## config.mk

```make
export PLATFORM = sky130hd
export DESIGN_NAME = pattern_sequencer_flat
export DESIGN_NICKNAME = d
export VERILOG_FILES = /design/src/rtl/pattern_sequencer_pkg.sv /design/src/rtl/pattern_sequencer_if.sv /design/src/rtl/pattern_line_timer.sv /design/src/rtl/pattern_sequencer.sv /design/src/flat_wrapper.sv
export SDC_FILE = /design/constraint.sdc
export NUM_CORES = 1
export LEC_CHECK = 0
export ABC_AREA = 1
export BUFFER_PORTS_ARGS = -buffer_cell sky130_fd_sc_hd__buf_2
export CAP_MARGIN = 20
export CORE_MARGIN = 2
export CORE_UTILIZATION = 60
export CTS_BUF_LIST = sky130_fd_sc_hd__clkbuf_4 sky130_fd_sc_hd__clkbuf_8
export CTS_CLUSTER_SIZE = 30
export DETAILED_ROUTE_END_ITERATION = 6
export GPL_TIMING_DRIVEN = 0
export PLACE_DENSITY = 0.91
export SLEW_MARGIN = 20
export SYNTH_ARGS = -nofsm -noshare
export SYNTH_HDL_FRONTEND = slang
export SYNTH_SLANG_ARGS = --single-unit
```

## constraint.sdc

```tcl
create_clock -name clk -period 4.7 [get_ports clk]
set_clock_uncertainty 0.1 [all_clocks]
set_input_delay 0.94 -clock clk [delete_from_list [all_inputs] [get_ports clk]]
set_output_delay 0.94 -clock clk [all_outputs]
set_load 0.02 [all_outputs]
```

## src/rtl/pattern_sequencer_pkg.sv

```systemverilog
// Shared types for the pattern sequencer: generator modes, sequencer states and
// a helper that finds the next enabled mode in a mask.
package pattern_pkg;

   localparam int MODE_W = 3;

   typedef enum logic [MODE_W-1:0] {
      IDLE    = 3'd0,
      REGULAR = 3'd1,
      CONST   = 3'd2,
      WHITE1  = 3'd3,
      BLACK1  = 3'd4,
      WHITE2  = 3'd5,
      BLACK2  = 3'd6,
      RAMP    = 3'd7
   } mode_t;

   // Prefixed because IDLE is already taken by mode_t in this scope.
   typedef enum logic [1:0] {
      SEQ_IDLE = 2'd0,
      SEQ_RUN  = 2'd1,
      SEQ_GAP  = 2'd2
   } seq_state_t;

   // Lowest enabled mode strictly above cur; IDLE when none remains.
   function automatic mode_t next_mode(input logic [6:0] mask, input mode_t cur);
      mode_t res;
      res = IDLE;
      for (int i = 7; i >= 1; i--) begin
         if (i > int'(cur) && mask[i-1])
            res = mode_t'(MODE_W'(i));
      end
      return res;
   endfunction

endpackage

```

## src/rtl/pattern_sequencer_if.sv

```systemverilog
// Host configuration plus pattern-generator control bundle.
// master: the sequencer; slave: the host/generator side.
interface pattern_sequencer_if #(
   parameter int LINE_W   = 13,
   parameter int LINES_W  = 8,
   parameter int FRAMES_W = 4,
   parameter int GAP_W    = 8
);
   logic                start;
   logic                abort;
   logic [6:0]          mode_mask;
   logic [LINE_W-1:0]   line_len;
   logic [LINES_W-1:0]  lines;
   logic [FRAMES_W-1:0] frames;
   logic [GAP_W-1:0]    gap_len;
   logic [11:0]         const_in;
   logic [1:0]          x_in;
   logic [1:0]          y_in;
   logic                loop;

   logic                f_sync;
   logic                sync;
   logic [2:0]          Mode;
   logic [11:0]         constVal;
   logic [1:0]          X;
   logic [1:0]          Y;
   logic                busy;
   logic                done;

   modport master (
      input  start, abort, mode_mask, line_len, lines, frames, gap_len,
             const_in, x_in, y_in, loop,
      output f_sync, sync, Mode, constVal, X, Y, busy, done
   );

   modport slave (
      output start, abort, mode_mask, line_len, lines, frames, gap_len,
             const_in, x_in, y_in, loop,
      input  f_sync, sync, Mode, constVal, X, Y, busy, done
   );
endinterface

```

## src/rtl/pattern_line_timer.sv

```systemverilog
// Cycle / line / frame counters for one mode. Strobes look one cycle ahead so
// the sequencer can register its outputs for the cycle they describe.
module pattern_line_timer #(
   parameter int LINE_W   = 13,
   parameter int LINES_W  = 8,
   parameter int FRAMES_W = 4
) (
   input  logic                clk,
   input  logic                rst_n,
   input  logic                clr,
   input  logic                run,
   input  logic [LINE_W-1:0]   line_len,
   input  logic [LINES_W-1:0]  lines,
   input  logic [FRAMES_W-1:0] frames,
   output logic                line_start,
   output logic                frame_start,
   output logic                mode_end
);

   logic [LINE_W-1:0]   cyc;
   logic [LINES_W-1:0]  ln;
   logic [FRAMES_W-1:0] fr;
   logic                cyc_last;
   logic                ln_last;
   logic                fr_last;

   // Limits arrive already clamped (line_len >= 2, lines/frames >= 1).
   assign cyc_last = (cyc == line_len - LINE_W'(1));
   assign ln_last  = (ln == lines - LINES_W'(1));
   assign fr_last  = (fr == frames - FRAMES_W'(1));

   assign line_start  = run && cyc_last;
   assign frame_start = line_start && ln_last;
   assign mode_end    = frame_start && fr_last;

   always_ff @(posedge clk or negedge rst_n) begin
      if (!rst_n) begin
         cyc <= '0;
         ln  <= '0;
         fr  <= '0;
      end else if (clr) begin
         cyc <= '0;
         ln  <= '0;
         fr  <= '0;
      end else if (run) begin
         if (cyc_last) begin
            cyc <= '0;
            if (ln_last) begin
               ln <= '0;
               fr <= fr_last ? '0 : fr + FRAMES_W'(1);
            end else begin
               ln <= ln + LINES_W'(1);
            end
         end else begin
            cyc <= cyc + LINE_W'(1);
         end
      end
   end

endmodule

```

## src/rtl/pattern_sequencer.sv

```systemverilog
// Steps the pattern generator through the enabled modes, emitting line/frame syncs.
// Optional feature macro: PATTERN_SEQ_LOOP_EN (honour the loop input).
module pattern_sequencer
   import pattern_pkg::*;
#(
   parameter int LINE_W   = 13,
   parameter int LINES_W  = 8,
   parameter int FRAMES_W = 4,
   parameter int GAP_W    = 8
) (
   input logic               clk,
   input logic               rst_n,
   pattern_sequencer_if.master bus
);

   seq_state_t          st, st_nxt;
   mode_t               mode_q, mode_nxt;
   mode_t               pend_q, pend_nxt;
   mode_t               nm;
   logic [GAP_W-1:0]    gap_cnt, gap_cnt_nxt;

   logic [6:0]          mask_q;
   logic [LINE_W-1:0]   len_q;
   logic [LINES_W-1:0]  lines_q;
   logic [FRAMES_W-1:0] frames_q;
   logic [GAP_W-1:0]    gap_q;
   logic [11:0]         const_q;
   logic [1:0]          x_q;
   logic [1:0]          y_q;

   logic                latch;
   logic                tmr_clr;
   logic                tmr_run;
   logic                line_start;
   logic                frame_start;
   logic                mode_end;

   logic [11:0]         const_src;
   logic [1:0]          x_src;
   logic [1:0]          y_src;

   logic                sync_n, fsync_n, done_n, busy_n;
   logic [11:0]         const_n;
   logic [1:0]          x_n, y_n;
   logic                sync_q, fsync_q, done_q, busy_q;
   logic [11:0]         const_out_q;
   logic [1:0]          x_out_q, y_out_q;

`ifdef PATTERN_SEQ_LOOP_EN
   logic                loop_q;
`else
   logic                loop_unused;
   assign loop_unused = bus.loop;
`endif

   assign tmr_run = (st == SEQ_RUN);

   pattern_line_timer #(
      .LINE_W  (LINE_W),
      .LINES_W (LINES_W),
      .FRAMES_W(FRAMES_W)
   ) u_timer (
      .clk        (clk),
      .rst_n      (rst_n),
      .clr        (tmr_clr),
      .run        (tmr_run),
      .line_len   (len_q),
      .lines      (lines_q),
      .frames     (frames_q),
      .line_start (line_start),
      .frame_start(frame_start),
      .mode_end   (mode_end)
   );

   // Configuration is data: captured on start, no reset needed.
   always_ff @(posedge clk) begin
      if (latch) begin
         mask_q   <= bus.mode_mask;
         len_q    <= (bus.line_len < LINE_W'(2)) ? LINE_W'(2) : bus.line_len;
         lines_q  <= (bus.lines == '0) ? LINES_W'(1) : bus.lines;
         frames_q <= (bus.frames == '0) ? FRAMES_W'(1) : bus.frames;
         gap_q    <= bus.gap_len;
         const_q  <= bus.const_in;
         x_q      <= bus.x_in;
         y_q      <= bus.y_in;
`ifdef PATTERN_SEQ_LOOP_EN
         loop_q   <= bus.loop;
`endif
      end
   end

   // The first cycle after start must already show the new constants.
   assign const_src = latch ? bus.const_in : const_q;
   assign x_src     = latch ? bus.x_in : x_q;
   assign y_src     = latch ? bus.y_in : y_q;

   always_ff @(posedge clk or negedge rst_n) begin
      if (!rst_n) begin
         st      <= SEQ_IDLE;
         mode_q  <= IDLE;
         pend_q  <= IDLE;
         gap_cnt <= '0;
      end else begin
         st      <= st_nxt;
         mode_q  <= mode_nxt;
         pend_q  <= pend_nxt;
         gap_cnt <= gap_cnt_nxt;
      end
   end

   always_comb begin
      st_nxt      = st;
      mode_nxt    = mode_q;
      pend_nxt    = pend_q;
      gap_cnt_nxt = gap_cnt;
      nm          = IDLE;
      latch       = 1'b0;
      tmr_clr     = 1'b0;
      sync_n      = 1'b0;
      fsync_n     = 1'b0;
      done_n      = 1'b0;

      case (st)
         SEQ_IDLE: begin
            mode_nxt = IDLE;
            if (bus.start && !bus.abort && (bus.mode_mask != 7'd0)) begin
               latch    = 1'b1;
               tmr_clr  = 1'b1;
               mode_nxt = next_mode(bus.mode_mask, IDLE);
               st_nxt   = SEQ_RUN;
               sync_n   = 1'b1;
               fsync_n  = 1'b1;
            end
         end

         SEQ_RUN: begin
            if (mode_end) begin
               nm = next_mode(mask_q, mode_q);
`ifdef PATTERN_SEQ_LOOP_EN
               if (nm == IDLE && loop_q)
                  nm = next_mode(mask_q, IDLE);
`endif
               if (nm == IDLE) begin
                  st_nxt   = SEQ_IDLE;
                  mode_nxt = IDLE;
                  done_n   = 1'b1;
               end else if (gap_q != '0) begin
                  // Mode output keeps the finished mode through the gap.
                  st_nxt      = SEQ_GAP;
                  pend_nxt    = nm;
                  gap_cnt_nxt = '0;
               end else begin
                  mode_nxt = nm;
                  tmr_clr  = 1'b1;
                  sync_n   = 1'b1;
                  fsync_n  = 1'b1;
               end
            end else begin
               sync_n  = line_start;
               fsync_n = frame_start;
            end
         end

         SEQ_GAP: begin
            if (gap_cnt == gap_q - GAP_W'(1)) begin
               st_nxt   = SEQ_RUN;
               mode_nxt = pend_q;
               tmr_clr  = 1'b1;
               sync_n   = 1'b1;
               fsync_n  = 1'b1;
            end else begin
               gap_cnt_nxt = gap_cnt + GAP_W'(1);
            end
         end

         default: begin
            st_nxt   = SEQ_IDLE;
            mode_nxt = IDLE;
         end
      endcase

      if (bus.abort) begin
         st_nxt   = SEQ_IDLE;
         mode_nxt = IDLE;
         sync_n   = 1'b0;
         fsync_n  = 1'b0;
         done_n   = 1'b0;
         latch    = 1'b0;
      end

      busy_n  = (st_nxt != SEQ_IDLE);
      const_n = (mode_nxt == CONST) ? const_src : 12'd0;
      x_n     = (mode_nxt == RAMP) ? x_src : 2'd0;
      y_n     = (mode_nxt == RAMP) ? y_src : 2'd0;
   end

   always_ff @(posedge clk or negedge rst_n) begin
      if (!rst_n) begin
         sync_q      <= 1'b0;
         fsync_q     <= 1'b0;
         done_q      <= 1'b0;
         busy_q      <= 1'b0;
         const_out_q <= '0;
         x_out_q     <= '0;
         y_out_q     <= '0;
      end else begin
         sync_q      <= sync_n;
         fsync_q     <= fsync_n;
         done_q      <= done_n;
         busy_q      <= busy_n;
         const_out_q <= const_n;
         x_out_q     <= x_n;
         y_out_q     <= y_n;
      end
   end

   assign bus.f_sync   = fsync_q;
   assign bus.sync     = sync_q;
   assign bus.Mode     = mode_q;
   assign bus.constVal = const_out_q;
   assign bus.X        = x_out_q;
   assign bus.Y        = y_out_q;
   assign bus.busy     = busy_q;
   assign bus.done     = done_q;

endmodule

```

## src/flat_wrapper.sv

```systemverilog
// flat-port wrapper written by rule: the top's interface ports become plain ports
module pattern_sequencer_flat import pattern_pkg::*;
#(
   parameter int LINE_W   = 13,
   parameter int LINES_W  = 8,
   parameter int FRAMES_W = 4,
   parameter int GAP_W    = 8
)
  (clk, rst_n, bus_start, bus_abort, bus_mode_mask, bus_line_len, bus_lines, bus_frames, bus_gap_len, bus_const_in, bus_x_in, bus_y_in, bus_loop, bus_f_sync, bus_sync, bus_Mode, bus_constVal, bus_X, bus_Y, bus_busy, bus_done);
  pattern_sequencer_if #(.LINE_W(LINE_W), .LINES_W(LINES_W), .FRAMES_W(FRAMES_W), .GAP_W(GAP_W)) bus_i ();
  input logic clk;
  input logic rst_n;
  input wire logic [$bits(bus_i.start)-1:0] bus_start;
  input wire logic [$bits(bus_i.abort)-1:0] bus_abort;
  input wire logic [$bits(bus_i.mode_mask)-1:0] bus_mode_mask;
  input wire logic [$bits(bus_i.line_len)-1:0] bus_line_len;
  input wire logic [$bits(bus_i.lines)-1:0] bus_lines;
  input wire logic [$bits(bus_i.frames)-1:0] bus_frames;
  input wire logic [$bits(bus_i.gap_len)-1:0] bus_gap_len;
  input wire logic [$bits(bus_i.const_in)-1:0] bus_const_in;
  input wire logic [$bits(bus_i.x_in)-1:0] bus_x_in;
  input wire logic [$bits(bus_i.y_in)-1:0] bus_y_in;
  input wire logic [$bits(bus_i.loop)-1:0] bus_loop;
  output wire logic [$bits(bus_i.f_sync)-1:0] bus_f_sync;
  output wire logic [$bits(bus_i.sync)-1:0] bus_sync;
  output wire logic [$bits(bus_i.Mode)-1:0] bus_Mode;
  output wire logic [$bits(bus_i.constVal)-1:0] bus_constVal;
  output wire logic [$bits(bus_i.X)-1:0] bus_X;
  output wire logic [$bits(bus_i.Y)-1:0] bus_Y;
  output wire logic [$bits(bus_i.busy)-1:0] bus_busy;
  output wire logic [$bits(bus_i.done)-1:0] bus_done;
  assign bus_i.start = bus_start;
  assign bus_i.abort = bus_abort;
  assign bus_i.mode_mask = bus_mode_mask;
  assign bus_i.line_len = bus_line_len;
  assign bus_i.lines = bus_lines;
  assign bus_i.frames = bus_frames;
  assign bus_i.gap_len = bus_gap_len;
  assign bus_i.const_in = bus_const_in;
  assign bus_i.x_in = bus_x_in;
  assign bus_i.y_in = bus_y_in;
  assign bus_i.loop = bus_loop;
  assign bus_f_sync = bus_i.f_sync;
  assign bus_sync = bus_i.sync;
  assign bus_Mode = bus_i.Mode;
  assign bus_constVal = bus_i.constVal;
  assign bus_X = bus_i.X;
  assign bus_Y = bus_i.Y;
  assign bus_busy = bus_i.busy;
  assign bus_done = bus_i.done;
  pattern_sequencer #(.LINE_W(LINE_W), .LINES_W(LINES_W), .FRAMES_W(FRAMES_W), .GAP_W(GAP_W)) u_core (.clk(clk), .rst_n(rst_n), .bus(bus_i));
endmodule
```

==> impl_metrics.toml <==
[worst_setup_path]
cp.required_ns = 4.91
crit_top_cell = "nand2_1"
rr_worst_depth = 12
startpoint_type = "register"
cp-startpoint = "u_core.len_q[0]"
path_cells = "inv_2 -> ha_1 -> nand3_2 -> nor2_4 -> nand2_1 -> nand2_1 -> nand4_1 -> nor3_1 -> nand4_1 -> nor2_2 -> nand2_1 -> nor4_1"
critical_path.max_fanout = 10
cp.arrival_ns = 3.35
reg2reg_slack_ns = 1.55
cp_slowest_stage_delay_ns = 0.44
worst_setup_path_end_kind = "register"
r2r-start = "u_core.len_q[0]"
r2r_end = "u_core.bus.done"
critPathKind = "reg2reg"
crit_end = "u_core.bus.done"
cp_slowest_cell = "edfxtp_1"

[clock_network]
clock_path_buffers = 2
cts_tree = "done"
cts_hold_buf = 0
post_cts_buffers = 0
clk_latency_ns = 0.46
cts.clk_slew.worst_paths_ns = 0.08
cts_resized = 0
cts_num_sinks = 117
clockRootBuffer = "clkbuf_8"
numCtsBuffers = 17
htreeDepth = 4

[job]
cap_violations = 0

[sta]
drv_slew = 0
rsz0062_at_grt = "false"
fin_crit_ns = 3.15
setup_viol = 0
setup_tns_ns = 0
worst_pin_slew_ns = 0.812
finalHoldViolCount = 0
fmax_mhz = 318
relSlewSlack_pct = 45.9
period_share_pct = 66.9

[detailed_routing]
drc_errors = 1
vias_per_cell = 5.41
routed_wl_um = 15000
drt-initial-drc-count = 436
wl_per_cell_um = 13.7
num_vias = 5905
ant_nets = 0
drtPass1Iterations = 7

[synth]
synth_seq_area_share_pct = 45.4
synth_top_area_share_pct = 22.7
synthesis.instances = 837
synthTopCellsByArea = "dfrtp_1, edfxtp_1, nand2_1"
ys_dominant_reg_cell = "dfrtp_1"
syn-num-nets = 911
ys_ff_latch = 117
synth-edff-count = 40
yosys_warnings = 0
netlist_area_um2 = 6720
synth_cell_types = 41
synth_top_area_cell = "dfrtp_1"
async_flop_share_pct = 52.1
synth_area_per_cell_um2 = 8.02

[cells_and_area]
mostFrequentLayoutCells = "nand2_1, inv_1, nor2_1, buf_2, nand3_1"
drive_gt1_share_pct = 18.5
layout_commonest_cell = "nand2_1"
n_antenna_cell = 0
area_growth_pct = 14.9
fin_nets = 1013

[power_and_ir_drop]
peakVddDrop_v = 0.000277
finalPower_mw = 2.33
p_per_area_nw_per_um2 = 301
p_leak_nw = 3.74

[floorplanning]
die_area_um2 = 12100
die_h_um = 110
rows = 38
io_pins = 84
initial_core_util_pct = 61.7
die_w_um = 110
core_area_um2 = 10900

[grt]
grt_pass1_vias = 5760
grt_pass1_wl_um = 24800
grt.busiest_layer = "met2"
met3_usage_pct = 6.52
grtUsageTotal_pct = 26.6
grt_use_met2_pct = 46.8
gr-total-overflow = 0
use_met1_pct = 30.1
grt_max_degree = 62
antenna_found_initial = 0

[status]
outcome = "finished with violations"
violations = "DRC"

[hold_path]
min_path_type = "reg2reg"

[place]
io_buffers = 82
dpl.hpwl_um = 10900
globalplace.congestion = 0.908
stage by stage:
stage          std cells  setup slack, ns  hold WS (ns)  instance area [um2]  util, %
2_1_floorplan        837             1.34         0.353                 6720        -
3_3_place_gp        1059            0.392         0.369                 7300     67.1
3_5_place_dp        1060             1.38         0.375                 7330     67.3
4_1_cts             1092             1.59         0.396                 7720     70.9
5_1_grt             1092             1.29         0.419                 7720     70.9
6_report            1092             1.55         0.397                 7720     70.9
cell type report:
| class | instances | area (um2) |
|---|---|---|
| plain buffers | 40 | 203 |
| clock buffers | 17 | 234 |
| clock inverters | 15 | 159 |
| fillers | 796 | 3170 |
| inverters | 104 | 390 |
| multi-input cells | 576 | 3080 |
| flip-flops and latches | 117 | 3050 |
| well taps | 140 | 175 |
| repair buffers | 83 | 433 |
synthesized netlist by cell type (2+ instances only):
master,number
a21oi_1,11
buf_2,3
buf_6,6
clkbuf_1,28
clkbuf_2,2
dfrtp_1,61
dfxtp_1,16
edfxtp_1,40
ha_1,13
inv_1,101
inv_2,3
mux2_2,2
nand2_1,166
nand2_2,3
nand2_4,2
nand3_1,80
nand3_2,2
nand3b_1,10
nand4_1,21
nor2_1,96
nor2_2,3
nor2_4,4
nor3_1,25
nor3b_1,5
nor4_1,5
o21ai_0,30
o21ai_1,9
o21bai_1,2
o31ai_1,2
or2_2,25
xnor2_1,24
xor2_1,28
cell families after synthesis:
logic type	count (synthesis)	synth area share (%)
compound gates	60	5.05
xor+xnor	52	6.78
fa+ha+maj	13	2.42
buf+inv	144	8.81
flops	117	45.4
mux	2	0.335
simple gates	449	31.2
state kept, by name, indices dropped and copies added (netlist names), 2 cells and up:
name                 cells
u_core.u_timer.fr        4
u_core.x_q               2
u_core.bus.constVal     12
u_core.st                2
u_core.gap_q             8
u_core.y_q               2
u_core.gap_cnt           8
u_core.u_timer.ln        8
u_core.bus.X             2
u_core.mask_q            7
u_core.frames_q          4
u_core.u_timer.cyc      13
u_core.lines_q           8
u_core.pend_q            3
u_core.bus.Y             2
u_core.len_q            13
u_core.const_q          12
u_core.bus.Mode          3
worst min-delay path by stage:
stage / start / endpoint / slack [ns] / cells past startpoint
global placement: u_core.const_q[0] / u_core.const_q[0] / 0.37 / 2
detailed placement: u_core.const_q[7] / u_core.const_q[7] / 0.38 / 2
CTS: u_core.const_q[4] / u_core.const_q[4] / 0.40 / 2
floorplan: u_core.pend_q[2] / u_core.pend_q[2] / 0.35 / 2
finish: u_core.y_q[0] / u_core.y_q[0] / 0.40 / 2
global route: u_core.y_q[1] / u_core.y_q[1] / 0.42 / 2
report_power, final:
part	leakage [nW]	switching (mW)	internal, mW
clock	0.201	0.483	0.442
combinational	2.19	0.163	0.0976
sequential	1.35	0.0310	1.11
total	3.74	0.677	1.65
routing by layer:
metal	wire [um]	part of all wire (%)
met5	0	0
met4	361	2.4
met3	926	6.2
met2	7790	52
met1	5900	39
worst max-delay path, delay by kind of cell, from the launching register on:
kind | cells | cell delay, ns
buffers and inverters | 1 | 0.14
flip-flops | 1 | 0.44
adder cells (fa/ha/maj) | 1 | 0.23
AND/OR/NAND/NOR | 10 | 2.08
Note: power is estimated with default switching activity, not from simulation.
